==> src/rtl/ctrl_pkg.sv <==
// Shared encodings for the instruction register, decoder and control FSM.
package ctrl_pkg;

    // Control FSM states
    typedef enum logic [2:0] {
        StWait   = 3'd0,
        StDecode = 3'd1,
        StWimm   = 3'd2,
        StGetA   = 3'd3,
        StGetB   = 3'd4,
        StAlu    = 3'd5,
        StWreg   = 3'd6
    } state_e;

    // Opcode field IR[15:13]
    localparam logic [2:0] OpcMov = 3'b110;
    localparam logic [2:0] OpcAlu = 3'b101;

    // Op field IR[12:11]; meaning depends on the opcode
    localparam logic [1:0] OpMovReg = 2'b00;
    localparam logic [1:0] OpMovImm = 2'b10;
    localparam logic [1:0] OpAdd    = 2'b00;
    localparam logic [1:0] OpCmp    = 2'b01;
    localparam logic [1:0] OpAnd    = 2'b10;
    localparam logic [1:0] OpMvn    = 2'b11;

    // One-hot write-back source select
    localparam logic [3:0] VselC     = 4'b0001;
    localparam logic [3:0] VselPc    = 4'b0010;
    localparam logic [3:0] VselImm8  = 4'b0100;
    localparam logic [3:0] VselMdata = 4'b1000;

    // Register-number source select
    typedef enum logic [1:0] {
        NselRn = 2'd0,
        NselRm = 2'd1,
        NselRd = 2'd2
    } nsel_e;

    function automatic logic [15:0] sext8(input logic [7:0] v);
        return {{8{v[7]}}, v};
    endfunction

    function automatic logic [15:0] sext5(input logic [4:0] v);
        return {{11{v[4]}}, v};
    endfunction

endpackage

==> src/rtl/instr_dec.sv <==
// Combinational instruction field decoder: register-number mux and immediates.
module instr_dec
    import ctrl_pkg::*;
(
    input  logic [15:0] ir,
    input  nsel_e       nsel,
    output logic [2:0]  opcode,
    output logic [1:0]  op,
    output logic [2:0]  readnum,
    output logic [2:0]  writenum,
    output logic [1:0]  shift,
    output logic [1:0]  ALUop,
    output logic [15:0] sximm5,
    output logic [15:0] sximm8
);

    logic [2:0] reg_num;

    // Select Rn, Rm or Rd as the register-file address
    always_comb begin
        reg_num = ir[10:8];
        unique case (nsel)
            NselRn:  reg_num = ir[10:8];
            NselRm:  reg_num = ir[2:0];
            NselRd:  reg_num = ir[7:5];
            default: reg_num = ir[10:8];
        endcase
    end

    // Fixed field extraction; ALU op only meaningful for ALU-class opcodes
    always_comb begin
        opcode   = ir[15:13];
        op       = ir[12:11];
        readnum  = reg_num;
        writenum = reg_num;
        shift    = ir[4:3];
        ALUop    = (ir[15:13] == OpcAlu) ? ir[12:11] : 2'b00;
        sximm5   = sext5(ir[4:0]);
        sximm8   = sext8(ir[7:0]);
    end

endmodule

==> src/rtl/cpu_ctrl.sv <==
// Instruction register and multi-cycle control FSM driving the datapath.
module cpu_ctrl
    import ctrl_pkg::*;
(
    input  logic        clk,
    input  logic        reset,
    input  logic        s,
    input  logic        load,
    input  logic [15:0] in,
    output logic        w,
    output logic [2:0]  readnum,
    output logic [2:0]  writenum,
    output logic [3:0]  vsel,
    output logic        loada,
    output logic        loadb,
    output logic        loadc,
    output logic        loads,
    output logic        write,
    output logic        asel,
    output logic        bsel,
    output logic [1:0]  shift,
    output logic [1:0]  ALUop,
    output logic [15:0] sximm8,
    output logic [15:0] sximm5
);

    state_e      state_q;
    logic [15:0] ir_q;
    nsel_e       nsel;
    logic [2:0]  opcode;
    logic [1:0]  op;
    logic        is_mov_reg;
    logic        is_cmp;

    instr_dec u_instr_dec (
        .ir       (ir_q),
        .nsel     (nsel),
        .opcode   (opcode),
        .op       (op),
        .readnum  (readnum),
        .writenum (writenum),
        .shift    (shift),
        .ALUop    (ALUop),
        .sximm5   (sximm5),
        .sximm8   (sximm8)
    );

    assign is_mov_reg = (opcode == OpcMov) && (op == OpMovReg);
    assign is_cmp     = (opcode == OpcAlu) && (op == OpCmp);

    // State sequencing and IR capture; IR only loads while idle
    always_ff @(posedge clk) begin
        if (reset) begin
            state_q <= StWait;
            ir_q    <= '0;
        end else begin
            unique case (state_q)
                StWait: begin
                    if (load) ir_q <= in;
                    if (s) state_q <= StDecode;
                end
                StDecode: begin
                    unique case ({opcode, op})
                        {OpcMov, OpMovImm}: state_q <= StWimm;
                        {OpcMov, OpMovReg},
                        {OpcAlu, OpMvn}:    state_q <= StGetB;
                        {OpcAlu, OpAdd},
                        {OpcAlu, OpCmp},
                        {OpcAlu, OpAnd}:    state_q <= StGetA;
                        default:            state_q <= StWait;
                    endcase
                end
                StWimm:  state_q <= StWait;
                StGetA:  state_q <= StGetB;
                StGetB:  state_q <= StAlu;
                StAlu:   state_q <= is_cmp ? StWait : StWreg;
                StWreg:  state_q <= StWait;
                default: state_q <= StWait;
            endcase
        end
    end

    // Moore outputs decoded from the current state and IR
    always_comb begin
        w     = 1'b0;
        nsel  = NselRn;
        vsel  = VselC;
        loada = 1'b0;
        loadb = 1'b0;
        loadc = 1'b0;
        loads = 1'b0;
        write = 1'b0;
        asel  = 1'b0;
        bsel  = 1'b0;
        unique case (state_q)
            StWait: w = 1'b1;
            StDecode: ;
            StWimm: begin
                vsel  = VselImm8;
                write = 1'b1;
            end
            StGetA: loada = 1'b1;
            StGetB: begin
                nsel  = NselRm;
                loadb = 1'b1;
            end
            StAlu: begin
                // MOV reg passes B through the ALU with a zero A operand
                asel  = is_mov_reg;
                loadc = !is_cmp;
                loads = is_cmp;
            end
            StWreg: begin
                nsel  = NselRd;
                write = 1'b1;
            end
            default: ;
        endcase
    end

endmodule

==> config.mk <==
export PLATFORM = sky130hd
export DESIGN_NAME = cpu_ctrl
export DESIGN_NICKNAME = d
export VERILOG_FILES = /design/src/rtl/ctrl_pkg.sv /design/src/rtl/instr_dec.sv /design/src/rtl/cpu_ctrl.sv
export SDC_FILE = /design/constraint.sdc
export NUM_CORES = 1
export LEC_CHECK = 0
export BUFFER_PORTS_ARGS = -buffer_cell sky130_fd_sc_hd__buf_4
export CAP_MARGIN = 20
export CORE_MARGIN = 4
export CORE_UTILIZATION = 47
export CTS_CLUSTER_SIZE = 30
export DETAILED_ROUTE_END_ITERATION = 16
export PLACE_DENSITY = 0.83
export SLEW_MARGIN = 20
export SYNTH_ARGS = -nofsm -noshare
export SYNTH_HDL_FRONTEND = slang
export SYNTH_SLANG_ARGS = --single-unit
==> constraint.sdc <==
create_clock -name clk -period 3.35 [get_ports clk]
set_clock_uncertainty 0.1 [all_clocks]
set_input_delay 0.67 -clock clk [delete_from_list [all_inputs] [get_ports clk]]
set_output_delay 0.67 -clock clk [all_outputs]
set_load 0.005 [all_outputs]
==> qor.txt <==
total CTS buffers -> 3
hold buffers post-CTS -> 0
EDFF count, synth -> 0
Synth Instances -> 168
layout cells sized above 1 -> 37.8%
Vias -> 1110
Routed Wire Length -> 2850 microns
dpl cell area -> 0.00150 sq mm
Post-DRT Antenna Nets -> 0
crit start category -> flop
part of the power in registers -> 51.8%
number of post-CTS setup repair buffers -> 0
#FFs+latches synth -> 19
H-tree depth -> 1
Rows -> 18
worst hold path class -> reg2reg
total track usage -> 15.0%
Reg area -> 380 sq um
Root Driver -> clkbuf_4
post-synth cell types -> 32
Pint -> 0.362 mW
PnR worst setup slack -> 529 ps
Vias/cell -> 4.91
Sink Count -> 19
Synth Area per Inst -> 7.57 sq um
Seq/Total Area, Yosys -> 29.9%
Worst EP arrival -> 2050 ps
ys async rst share -> 0%
antenna violations before repair -> 0
period utilization -> 84.2%
met3 global-route usage -> 3.02%
yosys synthesis warning count -> 0
WP data required -> 2580 ps
final core occ -> 60.3%
max-slew violation count -> 0
Iteration-0 DRC Markers -> 56
DR pass1 iterations -> 4
VDD IR-drop max -> 217 uV
sw frac -> 29.4%
largest net degree at the start of global routing -> 20
post-route cell area -> 0.00152 sq mm
fin nets -> 219
CTS tree -> built
# resized after CTS -> 0
grt met1 use -> 19.2%
Peak Freq -> 0.354 GHz
post-DP HPWL -> 2180 microns
ANT cells -> 0
final setup fails -> 0
cell area after synthesis -> 0.00127 sq mm
DRC viols -> 0
routed length per instance -> 12.6 microns
wire length of the first global-routing pass -> 4190 microns
Clock power frac -> 23.3%
area of the multi-input gates -> 529 sq um
slew at the pin closest to its max-slew limit -> 824 ps
Clock Tree Buf Depth -> 2
initial core utilization -> 50.4%
Fin. Hold Viols -> 0
leakage -> 0.752 nW
gr busiest metal -> met2
fillers -> 242
RSZ-0062 raised after global routing -> no
crit path capture type -> primary output
Chip Height -> 60.0 microns
Gate power share -> 24.8%
TNS Setup -> 0 ps
pwr dens -> 337 mW/mm^2
status -> completed
dpl ws -> 895 ps
Maximum Capacitance Violations -> 0
Clock Pin Slew Worst Setup and Hold Paths -> 120 ps
vias in the first global route -> 940
grt total ovfl -> 0
Tmin final -> 2820 ps
worst skew pair latency -> 300 ps
GPL Wtd Cong -> 0.814
crit path kind -> reg2out
area of the core -> 0.00252 sq mm
die width -> 60.0 microns
Worst Path Max Fanout -> 11
Port-buffer cells -> 70
relative slew slack -> 44.8%
Synth-to-Final Area Change -> 19.7%
Ports -> 74
Top FF cell, synth -> dfxtp_1
met2 GRT Util -> 25.2%
die area -> 0.00360 sq mm
P_sw -> 0.151 mW
total power -> 0.512 mW
-- cells by family after synthesis --
kind of cell    Yosys count  share of synthesized area (%)
fa+ha+maj                 2                           1.97
flops                    19                           29.9
compound gates           31                           14.4
xor+xnor                  1                          0.689
buf+inv                  54                           29.0
other cells               1                          0.295
simple gates             60                           23.7
-- metal layers --
metal	vias up	routed length (microns)
met5	-	0
met4	0	0
met3	0	335
met2	54	1360
met1	489	1160
li1	567	-
-- flip-flops by register name, summed over array words and instances (netlist names) --
name     cells
ir_q        16
state_q      3
-- path summary, 6_finish.rpt --
check | start | endpoint | slack [ps] | cells past startpoint
setup / recovery | state_q[2] | readnum[1] | 530 | 5
hold / removal | ir_q[8] | ir_q[8] | 370 | 2
setup reg to reg | state_q[2] | ir_q[2] | 1610 | 3
hold reg to reg | ir_q[8] | ir_q[8] | 370 | 2
-- power groups by stage --
stage | Sequential (mW) | Combinational, mW | Clock [mW]
after global placement | 0.268 | 0.127 | 0
after detailed placement | 0.270 | 0.129 | 0
after CTS | 0.265 | 0.129 | 0.124
final | 0.265 | 0.127 | 0.120
after global routing | 0.269 | 0.140 | 0.134
after floorplan | 0.259 | 0.106 | 0
-- stage by stage --
step	cells	hold WS [ps]
3_5_place_dp	222	356
5_1_grt	226	404
3_3_place_gp	222	344
6_report	226	374
2_1_floorplan	170	337
4_1_cts	226	373
-- layout by cell type (no fill, tap or decap), types with 3 or more instances in the layout --
master    instances
a22oi_1           3
o21ai_0           4
a21oi_1          18
conb_1            3
buf_4            70
nor3_1            3
inv_1             6
nor2_1            4
clkbuf_4          3
nand2_1          38
dfxtp_1          19
-- synth_stat cells, drive strengths merged (2+ instances only) --
master | count | area (sq um)
nand2 | 38 | 143
nor3 | 3 | 15.0
clkbuf | 2 | 7.51
a21oi | 18 | 90.1
buf | 46 | 339
inv | 6 | 22.5
nor3b | 2 | 15.0
nand3 | 2 | 10.0
a22oi | 3 | 22.5
and2b | 2 | 15.0
o21ai | 4 | 20.0
nor2b | 2 | 12.5
ha | 2 | 25.0
dfxtp | 19 | 380
nor2 | 4 | 15.0
-- critical path, stage by stage, from the launching register on --
cell	delay, ps
dfxtp_1	600
and2b_1	240
nand2_1	90
ha_1	360
o21ai_0	290
buf_4	170
-- area by class of cell --
class / count / share of cell area [%]
tap: 30 / 2.47
multi-input combinational: 97 / 34.8
sequential: 19 / 25.0
clock buffer: 4 / 1.73
timing repair buffer: 70 / 34.5
inverter: 6 / 1.48
Power figures use the tool's default switching activity.
